File: config.mk
export PLATFORM = sky130hd
export DESIGN_NAME = some_module
export DESIGN_NICKNAME = d
export VERILOG_FILES = /design/src/rtl/some_module_pkg.sv /design/src/rtl/some_module_wrap_cnt.sv /design/src/rtl/some_module.sv
export SDC_FILE = /design/constraint.sdc
export NUM_CORES = 1
export LEC_CHECK = 0
export ABC_AREA = 1
export CORE_ASPECT_RATIO = 0.9
export CORE_MARGIN = 1
export CORE_UTILIZATION = 39
export DETAILED_ROUTE_END_ITERATION = 8
export GPL_ROUTABILITY_DRIVEN = 1
export PLACE_DENSITY = 0.84
export SLEW_MARGIN = 20
export SYNTH_ARGS = -nofsm -noshare
export SYNTH_HDL_FRONTEND = slang
export SYNTH_SLANG_ARGS = --single-unit
File: constraint.sdc
create_clock -name clk -period 1.3 [get_ports clk]
set_input_delay 0.325 -clock clk [delete_from_list [all_inputs] [get_ports clk]]
set_output_delay 0.325 -clock clk [all_outputs]
set_load 0.01 [all_outputs]
File: src/rtl/some_module_pkg.sv
// Shared widths, limits and FSM state type for the some_module tick timer.
package some_module_pkg;
  localparam int CNT_W  = 8;
  localparam int WRAP_W = 16;
  localparam int P_MAX  = 255;

  typedef enum logic [1:0] {
    IDLE = 2'd0,
    RUN  = 2'd1,
    DONE = 2'd2
  } state_t;
endpackage

File: src/rtl/some_module_wrap_cnt.sv
// Saturating counter of issued ticks; holds at all-ones once full.
module some_module_wrap_cnt
  import some_module_pkg::*;
(
  input  logic              clk,
  input  logic              rst,
  input  logic              inc,
  output logic [WRAP_W-1:0] count
);

  always_ff @(posedge clk) begin
    if (rst) begin
      count <= '0;
    end else if (inc && (count != {WRAP_W{1'b1}})) begin
      count <= count + WRAP_W'(1);
    end
  end

endmodule

File: src/rtl/some_module.sv
// Programmable-period tick timer (one-shot or periodic) with IDLE/RUN/DONE FSM.
// Define SOME_MODULE_WRAP_CNT_EN to build the saturating wrap counter behind wraps_o.
module some_module
  import some_module_pkg::*;
#(
  parameter bit SOME_BIT_PARAM       = 1'b0,
  parameter int SOME_OTHER_INT_PARAM = 8
) (
  input  logic              clk,
  input  logic              rst,
  input  logic              en,
  input  logic              start,
  output logic [CNT_W-1:0]  count_o,
  output logic              tick_o,
  output logic              busy_o,
  output logic [WRAP_W-1:0] wraps_o,
  output state_t            state_dbg
);

  if ((SOME_OTHER_INT_PARAM < 1) || (SOME_OTHER_INT_PARAM > P_MAX)) begin : g_bad_period
    $error("some_module: SOME_OTHER_INT_PARAM must be in 1..255");
  end

  localparam logic [CNT_W-1:0] LAST = CNT_W'(SOME_OTHER_INT_PARAM - 1);

  state_t state_q;

  assign busy_o    = (state_q == RUN);
  assign state_dbg = state_q;

  // start outranks a coincident wrap, so a restart never emits a tick.
  always_ff @(posedge clk) begin
    if (rst) begin
      state_q <= IDLE;
      count_o <= '0;
      tick_o  <= 1'b0;
    end else begin
      tick_o <= 1'b0;
      if (start) begin
        state_q <= RUN;
        count_o <= '0;
      end else if ((state_q == RUN) && en) begin
        if (count_o == LAST) begin
          count_o <= '0;
          tick_o  <= 1'b1;
          if (!SOME_BIT_PARAM) state_q <= DONE;
        end else begin
          count_o <= count_o + CNT_W'(1);
        end
      end
    end
  end

`ifdef SOME_MODULE_WRAP_CNT_EN
  logic wrap_hit;
  assign wrap_hit = (state_q == RUN) && en && !start && (count_o == LAST);

  some_module_wrap_cnt u_wrap_cnt (
    .clk   (clk),
    .rst   (rst),
    .inc   (wrap_hit),
    .count (wraps_o)
  );
`else
  assign wraps_o = '0;
`endif

endmodule

==> results.sh <==
export IMPL_post_cts_buffers=0
export IMPL_grt_pass1_vias=499
export IMPL_power_internal_mw=0.4877
export IMPL_ff2ff_setup_slack_ns=0.14
export IMPL_clkTransAtPathRegs_ns=0.08
export IMPL_total_power_mw=0.6603
export IMPL_rr_worst_depth=6
export IMPL_drv_cap=0
export IMPL_initial_core_util_pct=44.35
export IMPL_cts_hold_buf=0
export IMPL_worst_path_largest_cell_delay_ns=0.36
export IMPL_antenna_found_initial=0
export IMPL_areaGrowthSynthToFinish_pct=27.86
export IMPL_ir_drop_mv=0.4073
export IMPL_n_fill_cell=146
export IMPL_p_sw_mw=0.1726
export IMPL_root_buffer="clkbuf_4"
export IMPL_worstPathCellList="dlygate4sd2_1"
export IMPL_dieArea_um2=1910
export IMPL_crit_slowest_cell="dfxtp_2"
export IMPL_timing_final_crit_share_pct=94.79
export IMPL_clockBufferDepth=2
export IMPL_synth_cells=91
export IMPL_setup_viol=0
export IMPL_seq_area_frac_synth_pct=32.47
export IMPL_wirelength_mm=1.234
export IMPL_p_per_area_nw_per_um2=761.5
export IMPL_fin_crit_ns=1.232
export IMPL_synth_avg_cell_area_um2=7.452
export IMPL_synthTopCellsByArea="dfxtp_1, buf_4, inv_1, nor2_1, nand3_1"
export IMPL_overflow=0
export IMPL_routedWlPerCell_um=8.878
export IMPL_status="finished clean"
export IMPL_report_final_slew_viol_count=0
export IMPL_final_cell_mix="conb_1, inv_1, nor2_1, dlygate4sd2_1"
export IMPL_ys_warn_count=0
export IMPL_synth_top_area_share_pct=32.47
export IMPL_final_nets=123
export IMPL_grtUsageTotal_pct=16.21
export IMPL_fin_ws_ns=0.06771
export IMPL_num_rows=13
export IMPL_postRouteAntennaNets=0
export IMPL_dp_hpwl_um=987.2
export IMPL_critPathBufInv=1
export IMPL_hold_path_startpoint="count_o[7]"
export IMPL_pre_cts_ws_ns=-0.2095
export IMPL_critPathLaunchType="register"
export IMPL_core_area_um2=1529
export IMPL_num_vias=597
export IMPL_pwr_share_comb_pct=12.0
export IMPL_globalplace_congestion=0.8403
export IMPL_critPathTopFamily="flip-flops"
export IMPL_fin_skew_ns=0.006962
export IMPL_switching_share_pct=26.13
export IMPL_cts_tree="done"
export IMPL_grt_pass1_wl_mm=2.159
export IMPL_hold_violations=0
export IMPL_drt_iter0_drc=7
export IMPL_drive_gt1_share_pct=22.22
export IMPL_synth_top_area_cell="dfxtp_1"
export IMPL_worstHoldEndpoint="count_o[7]"
export IMPL_syn_area_um2=678.2
export IMPL_r2r_start="count_o[0]"
export IMPL_cts_sinks=11
export IMPL_cp_required_ns=0.98
export IMPL_final_common_cell="conb_1"
export IMPL_worstReg2RegEnd="count_o[1]"
export IMPL_h_tree_depth=1
export IMPL_finalInstanceArea_um2=867.1
export IMPL_crit_fanout=4
export IMPL_antennaDiodeCount=0
export IMPL_path_class="register to output port"
export IMPL_cts_buffers_inserted=3
export IMPL_p_leak_nw=0.4409
export IMPL_synth_cell_types=20
export IMPL_io_buffers=15
export IMPL_seqPwrFrac_pct=52.1
export IMPL_viasPerCell=4.295
export IMPL_pin_count=32
export IMPL_grt_max_degree=7
export IMPL_pwr_share_clk_pct=36.0
export IMPL_whs_path_depth=2
export IMPL_firstDrtPassIters=4
export IMPL_crit_arrival_ns=0.91
export IMPL_die_h_um=41.56
export IMPL_die_w_um=45.96
export IMPL_setup_tns_ns=0
export IMPL_holdWs_ns=0.4810
export IMPL_worstSetupEndpointType="output port"
export IMPL_ys_ff_latch=11
export IMPL_drc=0
export IMPL_placed_area_um2=852.1
export IMPL_maxClockFrequency_mhz=811.5
export IMPL_hold_class="register to register"
export IMPL_clock_latency_ns=0.27
-- metal layers --
layer	track usage, %	wire length (µm)	vias to the layer above
met2	23.10	590	34
met1	19.73	512	257
met3	5.217	101	6
met5	0	0	-
li1	-	-	300
met4	11.76	29	0
-- kinds of logic (layout without fill, tap and decap cells) --
family / count (synthesis) / in the layout / share of synthesized area (%)
buffers and inverters: 30 / 41 / 25.46
XOR/XNOR: 3 / 3 / 3.875
AND/OR/NAND/NOR: 40 / 40 / 32.10
other: 1 / 16 / 0.5530
adder cells (fa/ha/maj): 1 / 1 / 1.845
flip-flops: 11 / 11 / 32.47
AO/OA/AOI/OAI: 5 / 5 / 3.689
-- synthesized netlist by cell type --
library cell / instances
a21oi_1: 3
buf_4: 16
conb_1: 1
dfxtp_1: 11
ha_1: 1
inv_1: 13
inv_2: 1
nand2_1: 10
nand2_4: 1
nand3_1: 8
nand3_2: 2
nand3_4: 1
nand3b_1: 1
nor2_1: 11
nor2_2: 4
nor2_4: 1
o21ai_0: 2
or2_1: 1
xnor2_1: 1
xor2_1: 2
-- flip-flops by register name, summed over array words and instances (netlist names) --
name,cells
state_dbg,2
count_o,8
tick_o,1
-- worst register-to-register path, cell delays in order, from the launching register on --
cell and delay [ns]:
dfxtp_1 0.36, ha_2 0.22, nand3_1 0.09, nor2_2 0.15
nand2_4 0.08, nand2_2 0.10, nor2_1 0.05
-- metrics by stage --
stage | util, % | instances
floorplan | - | 106
global placement | 55.73 | 135
detailed placement | 55.73 | 135
CTS | 56.22 | 139
global route | 56.71 | 139
finish | 56.71 | 139
-- power by group through the flow --
stage	registers, mW	logic [mW]	clock network (mW)
3_3_place_gp	0.352	0.0803	0
3_5_place_dp	0.352	0.0826	0
5_1_grt	0.345	0.0876	0.272
4_1_cts	0.344	0.0778	0.246
6_report	0.344	0.0790	0.237
2_1_floorplan	0.355	0.0789	0
-- what timing repair did --
item,in CTS,in global routing
setup endpoints to repair,12,8
gates resized for setup,15,4
pin swaps,0,0
-- area by class of cell --
| type | count | area [µm²] | share of cell area (%) |
|---|---|---|---|
| multi-input combinational | 65 | 346.6 | 39.97 |
| inverter | 14 | 52.55 | 6.061 |
| timing repair buffer | 23 | 191.4 | 22.08 |
| tap | 22 | 27.53 | 3.175 |
| sequential | 11 | 222.7 | 25.69 |
| clock buffer | 4 | 26.28 | 3.030 |
-- worst max path at each step --
stage	from	end	slack [ns]	cells past startpoint
2_1_floorplan	count_o[0]	count_o[1]	0.09	6
3_5_place_dp	en	count_o[3]	-0.21	6
4_1_cts	count_o[1]	count_o[1]	0.01	1
6_report	count_o[1]	count_o[1]	0.07	1
5_1_grt	count_o[0]	count_o[0]	-0.0005	1
3_3_place_gp	en	count_o[1]	-0.18	6
(Power assumes the default switching activity.)
